## src/rtl/mult_unit_if.sv

```systemverilog
`default_nettype none
// ---------------------------------------------------------------------------
// mult_unit_if : operand/control/result bundle between the execute stage and
//                the HI/LO multiplier.            Rev 1.0
// ---------------------------------------------------------------------------
interface mult_unit_if #(
  parameter int WIDTH = 32
);
  logic             multLoad;
  logic             isSigned;
  logic [WIDTH-1:0] opA;
  logic [WIDTH-1:0] opB;
  logic             hiWrite;
  logic             loWrite;
  logic [WIDTH-1:0] wData;
  logic             busy;
  logic             done;
  logic [WIDTH-1:0] hi;
  logic [WIDTH-1:0] lo;

  modport master (
    output multLoad, isSigned, opA, opB, hiWrite, loWrite, wData,
    input  busy, done, hi, lo
  );

  modport slave (
    input  multLoad, isSigned, opA, opB, hiWrite, loWrite, wData,
    output busy, done, hi, lo
  );
endinterface
`default_nettype wire

```

## src/rtl/mult_unit.sv

```systemverilog
`default_nettype none
// ---------------------------------------------------------------------------
// mult_unit : radix-2 shift-add HI/LO multiplier, one multiplier bit per clock
//             with a final sign fix-up.           Rev 1.0
// ---------------------------------------------------------------------------
module mult_unit #(
  parameter int WIDTH = 32,
  parameter int CNT_W = 6
) (
  input  wire logic  clk,
  input  wire logic  rst,
  mult_unit_if.slave bus
);

  localparam logic [1:0]       S_IDLE = 2'd0;
  localparam logic [1:0]       S_RUN  = 2'd1;
  localparam logic [1:0]       S_FIX  = 2'd2;
  localparam logic [CNT_W-1:0] C_LAST = CNT_W'(WIDTH - 1);

  logic [1:0]         r_state;
  logic [1:0]         w_next;
  logic               w_idle;
  logic               w_run;
  logic               w_fix;
  logic               w_load;

  logic [WIDTH-1:0]   r_magA;
  logic [WIDTH-1:0]   r_mplr;
  logic [2*WIDTH-1:0] r_acc;
  logic [CNT_W-1:0]   r_cnt;
  logic               r_negRes;
  logic               r_done;
  logic [WIDTH-1:0]   r_hi;
  logic [WIDTH-1:0]   r_lo;

  logic [WIDTH-1:0]   w_magA;
  logic [WIDTH-1:0]   w_magB;
  logic [WIDTH:0]     w_sum;
  logic [2*WIDTH-1:0] w_result;

  always_ff @(posedge clk or posedge rst) begin
    if (rst) begin
      r_state <= S_IDLE;
    end else begin
      r_state <= w_next;
    end
  end

  always_comb begin
    w_next = r_state;
    case (r_state)
      S_IDLE:  if (bus.multLoad) w_next = S_RUN;
      S_RUN:   if (r_cnt == C_LAST) w_next = S_FIX;
      S_FIX:   w_next = S_IDLE;
      default: w_next = S_IDLE;
    endcase
  end

  always_comb begin
    w_idle = 1'b0;
    w_run  = 1'b0;
    w_fix  = 1'b0;
    case (r_state)
      S_IDLE:  w_idle = 1'b1;
      S_RUN:   w_run  = 1'b1;
      S_FIX:   w_fix  = 1'b1;
      default: w_idle = 1'b1;
    endcase
  end

  assign w_load = w_idle & bus.multLoad;

  // Negating 0x80..0 yields 0x80..0, which is the correct unsigned magnitude.
  assign w_magA = (bus.isSigned && bus.opA[WIDTH-1]) ? -bus.opA : bus.opA;
  assign w_magB = (bus.isSigned && bus.opB[WIDTH-1]) ? -bus.opB : bus.opB;

  assign w_sum    = {1'b0, r_acc[2*WIDTH-1:WIDTH]}
                  + {1'b0, (r_mplr[0] ? r_magA : {WIDTH{1'b0}})};
  assign w_result = r_negRes ? -r_acc : r_acc;

  always_ff @(posedge clk or posedge rst) begin
    if (rst) begin
      r_magA   <= '0;
      r_mplr   <= '0;
      r_acc    <= '0;
      r_cnt    <= '0;
      r_negRes <= 1'b0;
      r_done   <= 1'b0;
    end else begin
      r_done <= w_fix;
      if (w_load) begin
        r_magA   <= w_magA;
        r_mplr   <= w_magB;
        r_negRes <= bus.isSigned & (bus.opA[WIDTH-1] ^ bus.opB[WIDTH-1]);
        r_acc    <= '0;
        r_cnt    <= '0;
      end else if (w_run) begin
        // Carry-out of the add becomes the new MSB as the pair shifts right.
        r_acc  <= {w_sum, r_acc[WIDTH-1:1]};
        r_mplr <= r_mplr >> 1;
        r_cnt  <= r_cnt + 1'b1;
      end
    end
  end

  always_ff @(posedge clk or posedge rst) begin
    if (rst) begin
      r_hi <= '0;
      r_lo <= '0;
    end else if (w_fix) begin
      r_hi <= w_result[2*WIDTH-1:WIDTH];
      r_lo <= w_result[WIDTH-1:0];
    end else if (w_idle) begin
      if (bus.hiWrite) r_hi <= bus.wData;
      if (bus.loWrite) r_lo <= bus.wData;
    end
  end

  assign bus.busy = ~w_idle;
  assign bus.done = r_done;
  assign bus.hi   = r_hi;
  assign bus.lo   = r_lo;

endmodule
`default_nettype wire

```

## src/flat_wrapper.sv

```systemverilog
// flat-port wrapper written by rule: the top's interface ports become plain ports
module mult_unit_flat 
#(
  parameter int WIDTH = 32,
  parameter int CNT_W = 6
)
  (clk, rst, bus_multLoad, bus_isSigned, bus_opA, bus_opB, bus_hiWrite, bus_loWrite, bus_wData, bus_busy, bus_done, bus_hi, bus_lo);
  mult_unit_if #(.WIDTH(WIDTH)) bus_i ();
  input  wire logic clk;
  input  wire logic rst;
  input wire logic [$bits(bus_i.multLoad)-1:0] bus_multLoad;
  input wire logic [$bits(bus_i.isSigned)-1:0] bus_isSigned;
  input wire logic [$bits(bus_i.opA)-1:0] bus_opA;
  input wire logic [$bits(bus_i.opB)-1:0] bus_opB;
  input wire logic [$bits(bus_i.hiWrite)-1:0] bus_hiWrite;
  input wire logic [$bits(bus_i.loWrite)-1:0] bus_loWrite;
  input wire logic [$bits(bus_i.wData)-1:0] bus_wData;
  output wire logic [$bits(bus_i.busy)-1:0] bus_busy;
  output wire logic [$bits(bus_i.done)-1:0] bus_done;
  output wire logic [$bits(bus_i.hi)-1:0] bus_hi;
  output wire logic [$bits(bus_i.lo)-1:0] bus_lo;
  assign bus_i.multLoad = bus_multLoad;
  assign bus_i.isSigned = bus_isSigned;
  assign bus_i.opA = bus_opA;
  assign bus_i.opB = bus_opB;
  assign bus_i.hiWrite = bus_hiWrite;
  assign bus_i.loWrite = bus_loWrite;
  assign bus_i.wData = bus_wData;
  assign bus_busy = bus_i.busy;
  assign bus_done = bus_i.done;
  assign bus_hi = bus_i.hi;
  assign bus_lo = bus_i.lo;
  mult_unit #(.WIDTH(WIDTH), .CNT_W(CNT_W)) u_core (.clk(clk), .rst(rst), .bus(bus_i));
endmodule
```

## config.mk

```make
export PLATFORM = sky130hd
export DESIGN_NAME = mult_unit_flat
export DESIGN_NICKNAME = d
export VERILOG_FILES = /design/src/rtl/mult_unit_if.sv /design/src/rtl/mult_unit.sv /design/src/flat_wrapper.sv
export SDC_FILE = /design/constraint.sdc
export NUM_CORES = 1
export LEC_CHECK = 0
export ABC_AREA = 1
export BUFFER_PORTS_ARGS = -buffer_cell sky130_fd_sc_hd__buf_2
export CELL_PAD_IN_SITES_DETAIL_PLACEMENT = 0
export CELL_PAD_IN_SITES_GLOBAL_PLACEMENT = 2
export CORE_ASPECT_RATIO = 1.1
export CORE_MARGIN = 2
export CORE_UTILIZATION = 33
export DETAILED_ROUTE_END_ITERATION = 10
export PLACE_DENSITY = 0.93
export SETUP_SLACK_MARGIN = 0.1
export SLEW_MARGIN = 20
export SYNTH_ARGS = -nofsm -noshare
export SYNTH_HDL_FRONTEND = slang
export SYNTH_SLANG_ARGS = --single-unit
```

## constraint.sdc

```tcl
create_clock -name clk -period 8.5 [get_ports clk]
set_input_delay 0.85 -clock clk [delete_from_list [all_inputs] [get_ports clk]]
set_output_delay 0.85 -clock clk [all_outputs]
set_load 0.005 [all_outputs]
```

==> results of run 1 <==
-- worst min-delay path: stages, from the launching register on --
cell                      delay (ns)
sky130_fd_sc_hd__dfrtp_1        0.34
sky130_fd_sc_hd__nand2_1        0.05
sky130_fd_sc_hd__nand2_1        0.05
-- metal layers --
metal	global-route usage	wire length [um]	vias up
met2	0.369	23300	330
li1	-	-	7423
met5	0	0	-
met4	0.0737	1530	0
met1	0.275	21300	6765
met3	0.0207	1900	81
-- logic make-up after synthesis --
logic type / count (synthesis) / synth area share
and+or+nand+nor: 1192 / 0.357
AOI/OAI and AO/OA: 394 / 0.149
buffers and inverters: 354 / 0.0936
DFF: 202 / 0.351
adders and majority gates: 40 / 0.0353
xor gates and xnor gates: 23 / 0.0140
-- state kept, by name, indices dropped and copies added (netlist names) --
signal,count
u_core.bus.done,1
u_core.bus.hi,32
u_core.bus.lo,32
u_core.r_acc,64
u_core.r_cnt,6
u_core.r_magA,32
u_core.r_mplr,32
u_core.r_negRes,1
u_core.r_state,2
-- power groups by stage --
stage | registers, mW | clock network, mW | logic (mW)
floorplan | 1.55 | 0 | 1.96
global placement | 1.62 | 0 | 2.78
detailed placement | 1.63 | 0 | 2.81
CTS | 1.62 | 1.14 | 2.82
global route | 1.66 | 1.18 | 3.17
finish | 1.62 | 1.11 | 2.79
-- stage by stage --
step / instances / util / setup slack (ns)
6_report: 2924 / 0.384 / 5.42
5_1_grt: 2924 / 0.384 / 5.09
4_1_cts: 2924 / 0.384 / 5.47
3_5_place_dp: 2880 / 0.364 / 5.23
3_3_place_gp: 2880 / 0.364 / 5.30
2_1_floorplan: 2205 / - / 2.14
-- layout make-up --
type | count | share of cell area
multi-input combinational | 1649 | 0.483
sequential | 202 | 0.305
inverter | 278 | 0.0634
timing repair buffer | 177 | 0.0549
tap | 574 | 0.0433
clock buffer | 34 | 0.0415
clock inverter | 10 | 0.00942
-- layout by cell type (no fill, tap or decap), drive strengths merged, types with 9 or more instances in the layout --
master / n
clkinv: 9
or2: 12
buf: 177
a21oi: 174
xor2: 15
ha: 39
nor3: 20
o22ai: 39
clkbuf: 34
dfrtp: 202
nand4: 13
o221ai: 11
o21ai: 143
nand3: 224
nand2: 579
a31oi: 9
nor2: 328
inv: 274
-- worst min path at each step --
stage               cells past startpoint                          start                            end  slack, ns
global route                            2  u_core.r_magA[14]$_DFFE_PP0P_  u_core.r_magA[14]$_DFFE_PP0P_       0.51
CTS                                     2  u_core.r_magA[20]$_DFFE_PP0P_  u_core.r_magA[20]$_DFFE_PP0P_       0.48
floorplan                               2  u_core.r_magA[25]$_DFFE_PP0P_  u_core.r_magA[25]$_DFFE_PP0P_       0.45
finish                                  2  u_core.r_magA[20]$_DFFE_PP0P_  u_core.r_magA[20]$_DFFE_PP0P_       0.48
detailed placement                      2  u_core.r_magA[20]$_DFFE_PP0P_  u_core.r_magA[20]$_DFFE_PP0P_       0.47
global placement                        2  u_core.r_magA[23]$_DFFE_PP0P_  u_core.r_magA[23]$_DFFE_PP0P_       0.47
==> Flow_metrics.wiki, run 1 <==
{| class="wikitable"
! Metric !! Value
|-
| Mapped Avg Cell Area || between 6 and 7 um2
|-
| Largest net degree at the start of global routing || 131
|-
| Share of the synthesized area in the top cell type || 0.351
|-
| Depth of the critical timing path with buffers and inverters included || 8
|-
| Switching Fraction || 0.469
|-
| Clock input transition at the sequential cells of the worst setup and hold paths || roughly 0.06 ns
|-
| Worst skew pair latency || roughly 0.54 ns
|-
| Cell seen most often among critical-path stages || sky130_fd_sc_hd__buf_4
|-
| Final estimated routing congestion in global placement || 0.906
|-
| Fraction of registers with async set or reset after synthesis || 1.00
|-
| Hold_ws || around 0.48 ns
|-
| Sequential fraction of design power || 0.293
|-
| Sequential cell area || just over 0.005 mm2
|-
| Critical Path Start Type || flop
|-
| Worst-Margin Slew || approximately 1.1 ns
|-
| Largest cells by area after synthesis || sky130_fd_sc_hd__dfrtp_1 35%, sky130_fd_sc_hd__nand2_1 15%, sky130_fd_sc_hd__nor2_1 7.9%, sky130_fd_sc_hd__nand3_1 7.7%, sky130_fd_sc_hd__inv_1 6.9%
|-
| Mapped cell area || roughly 0.014 mm2
|-
| Post-Syn Nets || roughly 2300
|-
| Number of filler instances in the final layout || roughly 4800
|-
| Die Wd || between 200 and 250 um
|-
| Diode insertion count for antenna repair || 0
|-
| Standby leakage power || approximately 8.5 nW
|-
| HPWL after detailed placement || around 37 mm
|-
| Predominant post-synthesis flop cell || sky130_fd_sc_hd__dfrtp_1
|-
| Normalized max-slew margin || 0.285
|-
| Timing startpoint of the critical path || u_core.r_state[0]$_DFFE_PP0P_
|-
| Number of cells on the worst reg-to-reg path || 8
|-
| Status || completed
|-
| Drt total wl || roughly 48 mm
|-
| Switch Pwr || ~2.6 mW
|-
| Remaining global-route overflow || 0
|-
| Total number of nets in the final design || approximately 2500
|-
| Endpoint type of the worst setup path || flop
|-
| Arrival time at the worst endpoint || ~3.5 ns
|-
| Clock Sinks || a little over 200
|-
| Biggest area consumer among synthesized cells || sky130_fd_sc_hd__dfrtp_1
|-
| Hold Vio Cnt, Final || 0
|-
| Total global routing track utilization || 0.213
|-
| Internal power || just under 3 mW
|-
| Final critical delay including setup and external delays || just over 3 ns
|-
| Distinct cells, synth || 48
|-
| TritonCTS clock tree || done
|-
| RSZ-0062 raised after global routing || false
|-
| Post-synth EDFFs || 0
|-
| Total Neg Setup Slack || 0 ns
|-
| Antenna violations before repair || 0
|-
| Hold WC Path Type || reg2reg
|-
| CP Class || reg2reg
|-
| Slowest CP cell || sky130_fd_sc_hd__clkinv_1
|-
| Post-Layout Inst Area || 0.0166 mm2
|-
| Number of clock buffers inserted by TritonCTS || 25
|-
| Clock network fraction of design power || 0.202
|-
| Initial core utilization || 0.333
|-
| Number of vias per cell || about 5.0
|-
| Clock skew || ~0.028 ns
|-
| I/O pin total || roughly 170
|-
| CTS H-tree lvls || 1
|-
| Max Cap Violations || 0
|-
| Startpoint of the lowest-slack register-to-register path || u_core.r_state[0]$_DFFE_PP0P_
|-
| Cell with the most instances after synthesis || sky130_fd_sc_hd__nand2_1
|-
| Area of placed instances || ~0.016 mm2
|-
| IO buf count || approximately 170
|-
| Crit path capture || u_core.bus.lo[21]$_DFFE_PP0P_
|-
| Max IR drop VDD || around 0.00019 V
|-
| Vertical extent of the die || roughly 220 um
|-
| Post-CTS setup buffer count || 0
|-
| Average detailed-routed wire length per instance || 16.4 um
|-
| Top delay family on crit path || buffers and inverters
|-
| Number of standard cells after synthesis || 2205
|-
| Terminus of the critical flop-to-flop path || u_core.bus.lo[21]$_DFFE_PP0P_
|-
| Delay of the slowest cell on the worst path || about 0.88 ns
|-
| Maximum root-to-sink buffer count || 3
|-
| Yosys synthesis warning count || 0
|-
| Fraction of the yosys area taken by sequential cells || 0.351
|-
| Global-route wire length before repair || between 70 and 80 mm
|-
| Area enclosed by the die boundary || roughly 0.045 mm2
|-
| Max-slew violations || 0
|-
| Count of final setup violators || 0
|-
| Via count of the first global-routing pass || around 15000
|-
| Top cells by count, synth || 561 x sky130_fd_sc_hd__nand2_1, 302 x sky130_fd_sc_hd__nor2_1, 266 x sky130_fd_sc_hd__inv_1, 221 x sky130_fd_sc_hd__nand3_1, 202 x sky130_fd_sc_hd__dfrtp_1
|-
| Layout overhead on the synthesized area || 15.3%
|-
| Iteration-0 DRC count of the detailed router || ~840
|-
| Buffers plus inverters on the worst setup path || 4
|-
| Detailed-routing iteration count for the pre-antenna-repair pass || 7
|-
| Post-route DRC || 0
|-
| Total power divided by cell area || approximately 330 mW/mm2
|-
| Register bit count reported by yosys || just over 200
|-
| DRT antenna net count || 0
|-
| Crit path max fanout || 70
|-
| Post-route total power || between 5 and 6 mW
|-
| Number of gates resized after CTS || 0
|-
| Cell at the root of the clock tree || sky130_fd_sc_hd__clkbuf_16
|-
| Data required, critical path || between 8 and 9 ns
|-
| Cells traversed along the worst timing path || inv_1, ha_2, buf_4, o21ai_2, buf_4, clkinv_1, nor2_1, a21oi_1
|-
| Floorplan row count || 80
|-
| Cts hold-fix bufs || 0
|-
| Post-route fraction of the period consumed by the critical path || 0.362
|-
| Floorplan core area || 0.0432 mm2
|-
| Multi-input gate area || approximately 0.0080 mm2
|-
| Logic gate share of total power || 0.506
|-
| Via count of the routed design || 14600
|-
| Setup slack on the worst flop-to-flop path || 5.42 ns
|-
| Ratio of cells with drive above 1 in the final layout || 0.125
|-
| Timing-limited maximum frequency || about 320 MHz
|}
(Power assumes the default switching activity.)
==> run 2, diff against run 1 <==
==> constraint.sdc (replaced) <==
create_clock -name clk -period 3 [get_ports clk]
set_input_delay 0.3 -clock clk [delete_from_list [all_inputs] [get_ports clk]]
set_output_delay 0.3 -clock clk [all_outputs]
set_load 0.005 [all_outputs]
==> run 2 against run 1 <==
Effect of this change: via count grew 0.70%; utilization is 0.17 points higher; global-route usage down 0.29 points; setup slack worse by 5.0 ns; hold slack lost 0.44 ns; routed wire length fell by 0.20%; clock-buffer cell count up 1; largest cell class unchanged; highest routed layer unchanged.
==> Flow_metrics.wiki, run 2 (synthesis results as in run 1) <==
{| class="wikitable"
! Metric !! Value
|-
| Largest net degree at the start of global routing || just under 80
|-
| Number of vias per cell || between 5 and 6
|-
| I/O pin total || roughly 170
|-
| Worst hold start || bus_opA[24]
|-
| RSZ-0062 raised after global routing || false
|-
| Total global routing track utilization || 0.210
|-
| Clock Sinks || ~200
|-
| Number of filler instances in the final layout || roughly 4800
|-
| Final estimated routing congestion in global placement || 0.910
|-
| Hold_ws || between 0.04 and 0.05 ns
|-
| Initial core utilization || 0.333
|-
| Via count of the first global-routing pass || approximately 14000
|-
| Cell at the root of the clock tree || sky130_fd_sc_hd__clkbuf_16
|-
| Layout overhead on the synthesized area || 15.8%
|-
| Vertical extent of the die || between 200 and 250 um
|-
| Timing-limited maximum frequency || between 300 and 400 MHz
|-
| Ratio of cells with drive above 1 in the final layout || 0.130
|-
| Drt total wl || ~48 mm
|-
| Reg with most FFs || u_core.r_acc
|-
| Endpoint with the worst hold slack || u_core.r_magA[24]$_DFFE_PP0P_
|-
| Antenna violations before repair || 0
|-
| Endpoint type of the worst setup path || flop
|-
| Status || completed
|-
| Average detailed-routed wire length per instance || around 16 um
|-
| Max-slew violations || 0
|-
| Hold Vio Cnt, Final || 0
|-
| Iteration-0 DRC count of the detailed router || 992
|-
| Diode insertion count for antenna repair || 0
|-
| Clock input transition at the sequential cells of the worst setup and hold paths || 0.06 ns
|-
| Final critical delay including setup and external delays || 2.56 ns
|-
| Detailed-routing iteration count for the pre-antenna-repair pass || 7
|-
| Worst skew pair latency || ~0.55 ns
|-
| Timing startpoint of the critical path || u_core.r_mplr[0]$_DFFE_PP0P_
|-
| HPWL after detailed placement || 37.2 mm
|-
| Floorplan row count || 80
|-
| Startpoint of the lowest-slack register-to-register path || u_core.r_mplr[0]$_DFFE_PP0P_
|-
| TritonCTS clock tree || done
|-
| Final setup slack of the worst path || ~0.44 ns
|-
| Remaining global-route overflow || 0
|-
| Number of cells on the worst reg-to-reg path || 12
|-
| Clock skew || between 0.03 and 0.04 ns
|-
| Total power divided by cell area || between 900 and 1000 mW/mm2
|-
| Normalized max-slew margin || 0.524
|-
| Post-route fraction of the period consumed by the critical path || 0.854
|-
| Number of gates resized after CTS || 0
|-
| Crit path max fanout || 19
|-
| Number of clock buffers inserted by TritonCTS || 25
|-
| Hold WC Path Type || in2reg
|-
| IO buf count || 167
|-
| Multi-input gate area || 0.00802 mm2
|-
| Count of final setup violators || 0
|-
| CTS H-tree lvls || 1
|-
| Terminus of the critical flop-to-flop path || u_core.r_acc[40]$_DFFE_PP0P_
|-
| Total Neg Setup Slack || 0 ns
|-
| Floorplan core area || roughly 0.043 mm2
|-
| Area enclosed by the die boundary || between 0.04 and 0.05 mm2
|-
| Data required, critical path || 3.38 ns
|-
| Most frequent standard cell in the layout excluding fill and tap cells || sky130_fd_sc_hd__nand2_1
|-
| DRT antenna net count || 0
|-
| Max Cap Violations || 0
|-
| Worst-Margin Slew || around 0.7 ns
|-
| Total number of nets in the final design || about 2500
|-
| Arrival time at the worst endpoint || 2.94 ns
|-
| Die Wd || just over 200 um
|-
| Setup slack after placement || between 0.4 and 0.5 ns
|-
| Max IR drop VDD || 0.000555 V
|-
| Critical Path Start Type || flop
|-
| Maximum root-to-sink buffer count || 3
|-
| Setup slack on the worst flop-to-flop path || approximately 0.44 ns
|-
| Post-route DRC || 0
|-
| Sequential cell area || between 0.005 and 0.006 mm2
|-
| Number of flip-flops under the largest register name || between 60 and 70
|-
| Standby leakage power || 8.51 nW
|-
| Commonest cells after routing, fill and taps aside || 561 x sky130_fd_sc_hd__nand2_1, 301 x sky130_fd_sc_hd__nor2_1, 265 x sky130_fd_sc_hd__inv_1
|-
| Via count of the routed design || roughly 15000
|-
| Hold Path Depth || 4
|-
| Global-route wire length before repair || between 70 and 80 mm
|-
| CP Class || reg2reg
|}
## run 2: changes by cell type in the layout (fill, tap and decap cells not counted), sizes merged
cell and change:
buf +17, bufinv -4, clkbuf +1, clkinv -3, clkinvlp +3, dlygate4sd3 +1, inv +1
## run 2: how the worst max path moves through the flow
stage | end | depth (start not counted)
after floorplan | u_core.bus.done$_DFF_PP0_ | 1
after global placement | u_core.r_acc[45]$_DFFE_PP0P_ | 13
after detailed placement | u_core.r_acc[44]$_DFFE_PP0P_ | 13
after CTS | u_core.r_acc[44]$_DFFE_PP0P_ | 13
after global routing | u_core.r_acc[51]$_DFFE_PP0P_ | 15
final | u_core.r_acc[40]$_DFFE_PP0P_ | 12
## run 2: power breakdown
| part | leakage [nW] | total (mW) | internal, mW | switching, mW |
|---|---|---|---|---|
| registers | 2.52 | 4.62 | 3.80 | 0.819 |
| clock network | 0.354 | 2.81 | 1.60 | 1.21 |
| logic | 5.63 | 8.11 | 2.69 | 5.41 |
| total | 8.51 | 15.5 | 8.09 | 7.44 |
## run 2: final cells by class
| cell class | count | area share |
|---|---|---|
| inverters | 278 | 0.0628 |
| repair buffers | 195 | 0.0659 |
| flip-flops and latches | 202 | 0.303 |
| multi-input cells | 1649 | 0.481 |
| well taps | 574 | 0.0431 |
| clock inverters | 7 | 0.00255 |
| clock buffers | 35 | 0.0416 |
## run 2: critical path, cell delays in order, from the launching register on
cell and delay (ns):
sky130_fd_sc_hd__dfrtp_1 0.68, sky130_fd_sc_hd__buf_4 0.22, sky130_fd_sc_hd__nand2_1 0.05, sky130_fd_sc_hd__inv_1 0.06
sky130_fd_sc_hd__ha_1 0.27, sky130_fd_sc_hd__a21oi_1 0.16, sky130_fd_sc_hd__o21ai_1 0.13, sky130_fd_sc_hd__nand2_1 0.11
sky130_fd_sc_hd__nand2_1 0.09, sky130_fd_sc_hd__nand2_1 0.08, sky130_fd_sc_hd__nand2_1 0.09, sky130_fd_sc_hd__o21ai_0 0.34
sky130_fd_sc_hd__o21ai_0 0.15
## run 2: routing by layer
layer,vias up,global-route usage,wire length (um)
li1,7470,-,-
met5,-,0,0
met3,69,0.0186,1880
met1,6835,0.286,22500
met2,327,0.356,22400
met4,0,0.0558,1160
## run 2: per-stage QoR
stage | power, mW | util | std cells | instance area (um2)
3_3_place_gp | 12.6 | 0.368 | 2897 | 15900
5_1_grt | 17.0 | 0.386 | 2940 | 16700
3_5_place_dp | 12.8 | 0.368 | 2897 | 15900
6_report | 15.5 | 0.386 | 2940 | 16700
2_1_floorplan | 9.93 | - | 2205 | 14400
4_1_cts | 15.6 | 0.386 | 2940 | 16700
## run 2: timing repair
| action | CTS | global route |
|---|---|---|
| hold buffers | 1 | 0 |
| buffers inserted | 0 | 0 |
| endpoints found under the hold margin | 24 | 0 |
==> run 3, diff against run 2 <==
--- a/config.mk
+++ b/config.mk
@@ -5,15 +5,15 @@
 export SDC_FILE = /design/constraint.sdc
 export NUM_CORES = 1
 export LEC_CHECK = 0
-export ABC_AREA = 1
 export BUFFER_PORTS_ARGS = -buffer_cell sky130_fd_sc_hd__buf_2
 export CELL_PAD_IN_SITES_DETAIL_PLACEMENT = 0
 export CELL_PAD_IN_SITES_GLOBAL_PLACEMENT = 2
 export CORE_ASPECT_RATIO = 1.1
 export CORE_MARGIN = 2
-export CORE_UTILIZATION = 33
+export CORE_UTILIZATION = 36
 export DETAILED_ROUTE_END_ITERATION = 10
-export PLACE_DENSITY = 0.93
+export PLACE_DENSITY = 0.92
+export RECOVER_POWER = 50
 export SETUP_SLACK_MARGIN = 0.1
 export SLEW_MARGIN = 20
 export SYNTH_ARGS = -nofsm -noshare
==> run 3 against run 2 <==
Effect of this change: hold slack improved by 0.036 ns; first-iteration DRC count decreased by 42%; critical endpoint is now u_core.r_acc[58]$_DFFE_PP0P_; register-to-register slack got worse by 0.26 ns; critical path type unchanged; die area decreased by 18%; combinational power decreased by 7.5%; sequential power increased by 3%.
==> Flow_metrics.wiki, run 3 <==
{| class="wikitable"
! Metric !! Value
|-
| Global-route wire length before repair || 55.3 mm
|-
| Average detailed-routed wire length per instance || approximately 16 um
|-
| Cell seen most often among critical-path stages || sky130_fd_sc_hd__buf_4
|-
| Fraction of registers with async set or reset after synthesis || 1.00
|-
| Floorplan row count || slightly above 70
|-
| Hold_ws || ~0.08 ns
|-
| Total number of nets in the final design || around 1800
|-
| Data required, critical path || 3.36 ns
|-
| Mapped Avg Cell Area || 8.81 um2
|-
| Count of final setup violators || 0
|-
| Max Cap Violations || 0
|-
| Predominant post-synthesis flop cell || sky130_fd_sc_hd__dfrtp_1
|-
| Share of the synthesized area in the top cell type || 0.395
|-
| Slowest CP cell || sky130_fd_sc_hd__dfrtp_1
|-
| Register bit count reported by yosys || 202
|-
| Cell at the root of the clock tree || sky130_fd_sc_hd__clkbuf_16
|-
| Biggest area consumer among synthesized cells || sky130_fd_sc_hd__dfrtp_1
|-
| Final estimated routing congestion in global placement || between 0.8 and 0.9
|-
| Post-route DRC || 0
|-
| Distinct cells, synth || 52
|-
| Timing-limited maximum frequency || 355 MHz
|-
| Setup slack on the worst flop-to-flop path || 0.18 ns
|-
| Via count of the routed design || between 10000 and 15000
|-
| Worst-Margin Slew || approximately 1.5 ns
|-
| Worst skew pair latency || roughly 0.52 ns
|-
| Arrival time at the worst endpoint || between 3 and 4 ns
|-
| IO buf count || around 170
|-
| I/O pin total || 168
|-
| Largest cells by area after synthesis || sky130_fd_sc_hd__dfrtp_1 39%, sky130_fd_sc_hd__xor2_1 6.7%, sky130_fd_sc_hd__mux2i_1 6.0%, sky130_fd_sc_hd__o21ai_0 5.3%, sky130_fd_sc_hd__nor2_1 4.5%
|-
| Max IR drop VDD || 0.000445 V
|-
| Fraction of the yosys area taken by sequential cells || 0.395
|-
| Endpoint type of the worst setup path || flop
|-
| RSZ-0062 raised after global routing || true
|-
| Hold WC Path Type || in2reg
|-
| Standby leakage power || 7.00 nW
|-
| Floorplan core area || roughly 0.035 mm2
|-
| Maximum root-to-sink buffer count || 3
|-
| Clock input transition at the sequential cells of the worst setup and hold paths || approximately 0.060 ns
|-
| Most frequent standard cell in the layout excluding fill and tap cells || sky130_fd_sc_hd__dfrtp_1
|-
| Number of standard cells after synthesis || roughly 1500
|-
| Diode insertion count for antenna repair || 0
|-
| DRT antenna net count || 0
|-
| Crit path max fanout || 8
|-
| Delay of the slowest cell on the worst path || 0.40 ns
|-
| Commonest cells after routing, fill and taps aside || 198 x sky130_fd_sc_hd__dfrtp_1, 151 x sky130_fd_sc_hd__nor2_1, 151 x sky130_fd_sc_hd__buf_2
|-
| Hold Vio Cnt, Final || 0
|-
| Initial core utilization || 0.364
|-
| Mapped cell area || 0.0128 mm2
|-
| CTS H-tree lvls || 1
|-
| Number of vias per cell || around 5.3
|-
| Area enclosed by the die boundary || 0.0371 mm2
|-
| Clock skew || between 0.015 and 0.02 ns
|-
| Number of clock buffers inserted by TritonCTS || 24
|-
| Post-route fraction of the period consumed by the critical path || 0.940
|-
| Antenna violations before repair || 0
|-
| Final critical delay including setup and external delays || 2.82 ns
|-
| Layout overhead on the synthesized area || 21.4%
|-
| Detailed-routing iteration count for the pre-antenna-repair pass || 5
|-
| Cell with the most instances after synthesis || sky130_fd_sc_hd__dfrtp_1
|-
| CP Class || reg2reg
|-
| HPWL after detailed placement || between 20 and 30 mm
|-
| Largest net degree at the start of global routing || 128
|-
| Iteration-0 DRC count of the detailed router || between 500 and 600
|-
| Total global routing track utilization || 0.181
|-
| TritonCTS clock tree || done
|-
| Final setup slack of the worst path || between 0.15 and 0.2 ns
|-
| Buffers plus inverters on the worst setup path || 2
|-
| Cells traversed along the worst timing path || buf_4, and2_1, ha_1, a211oi_2, o21bai_1, o2111ai_1, nand3_2, a211oi_1, o31ai_1, buf_4, xnor2_1, a21oi_1
|-
| Number of flip-flops under the largest register name || between 60 and 70
|-
| Normalized max-slew margin || 0.0319
|-
| Yosys synthesis warning count || 0
|-
| Vertical extent of the die || just over 200 um
|-
| Remaining global-route overflow || 0
|-
| Post-synth EDFFs || 0
|-
| Die Wd || ~180 um
|-
| Via count of the first global-routing pass || 10600
|-
| Ratio of cells with drive above 1 in the final layout || 0.191
|-
| Setup slack after placement || approximately 0.026 ns
|-
| Clock Sinks || 202
|-
| Top delay family on crit path || compound AO/OA/AOI/OAI gates
|-
| Total power divided by cell area || about 1000 mW/mm2
|-
| Drt total wl || about 34 mm
|-
| Status || completed
|-
| Post-Syn Nets || around 1600
|-
| Reg with most FFs || u_core.r_acc
|-
| Top cells by count, synth || 202 x sky130_fd_sc_hd__dfrtp_1, 154 x sky130_fd_sc_hd__nor2_1, 136 x sky130_fd_sc_hd__o21ai_0, 128 x sky130_fd_sc_hd__nand2_1, 98 x sky130_fd_sc_hd__xor2_1
|-
| Critical Path Start Type || flop
|-
| Max-slew violations || 0
|}
run 3: cell types whose count changed in the layout (fill, tap and decap cells not counted), sizes merged, moves of 37 or more:
cell / before / now
nor2: 328 / 154
mux2i: 0 / 77
nand3: 224 / 24
nand2: 579 / 128
xnor2: 8 / 51
xor2: 15 / 98
inv: 275 / 30
a21oi: 174 / 87
o22ai: 39 / 2
run 3: cell type report:
cell class              instances  area [um2]
clock buffers                  35         733
clock inverters                 9         183
fillers                      3508       19600
inverters                      30         114
multi-input cells            1130        7540
flip-flops and latches        202        5060
well taps                     444         556
repair buffers                233        1360
run 3: through the flow:
| step | instance area, um2 | std cells | util | power (mW) | setup TNS (ns) |
|---|---|---|---|---|---|
| final | 15500 | 2083 | 0.442 | 15.5 | 0 |
| after global placement | 14400 | 2032 | 0.410 | 11.9 | 0 |
| after global routing | 15500 | 2083 | 0.442 | 16.7 | -0.0311 |
| after CTS | 15300 | 2077 | 0.437 | 15.4 | 0 |
| after detailed placement | 14400 | 2032 | 0.410 | 12.0 | 0 |
| after floorplan | 12800 | 1453 | - | 9.55 | 0 |
run 3: routing by layer:
layer  wire, um  share of wire  global-route usage
met4        833          0.024              0.0520
met3       1580          0.046              0.0271
met5          0              0                   0
met2      15300           0.45               0.288
met1      16400           0.48               0.256
run 3: report_power, final:
group / switching [mW] / internal (mW)
logic: 4.34 / 3.16
clock network: 1.15 / 2.13
registers: 0.904 / 3.84
total: 6.40 / 9.12
run 3: tightest hold or removal path, delay by kind of cell:
| kind | cells | cell delay [ns] |
|---|---|---|
| AND/OR/NAND/NOR | 2 | 0.11 |
| buffers and inverters | 1 | 0.13 |
run 3: cells by family after synthesis:
logic type	after synthesis	synth area share
AO/OA/AOI/OAI	401	0.195
adder cells (fa/ha/maj)	40	0.0397
flip-flops	202	0.395
buffers and inverters	121	0.0355
AND/OR/NAND/NOR	463	0.172
XOR/XNOR	149	0.102
multiplexers	77	0.0602
run 3: what timing repair did:
item,in CTS,in global routing
setup buffers,0,6
endpoints found under the setup margin,1,33
endpoints found under the hold margin,3,0
pin swaps,1,7
gates cloned,0,0
gates resized for setup,2,42
hold buffers,1,0
run 3: worst paths after layout:
path | start | cells past startpoint | endpoint
hold reg to reg | u_core.bus.lo[20]$_DFFE_PP0P_ | 1 | u_core.bus.lo[20]$_DFFE_PP0P_
hold / removal | bus_opA[31] | 3 | u_core.r_magA[31]$_DFFE_PP0P_
setup reg to reg | u_core.r_mplr[0]$_DFFE_PP0P_ | 12 | u_core.r_acc[58]$_DFFE_PP0P_
min in group asynchronous | rst | 3 | u_core.bus.done$_DFF_PP0_
setup / recovery | u_core.r_mplr[0]$_DFFE_PP0P_ | 12 | u_core.r_acc[58]$_DFFE_PP0P_
max in group asynchronous | rst | 4 | u_core.r_acc[33]$_DFFE_PP0P_
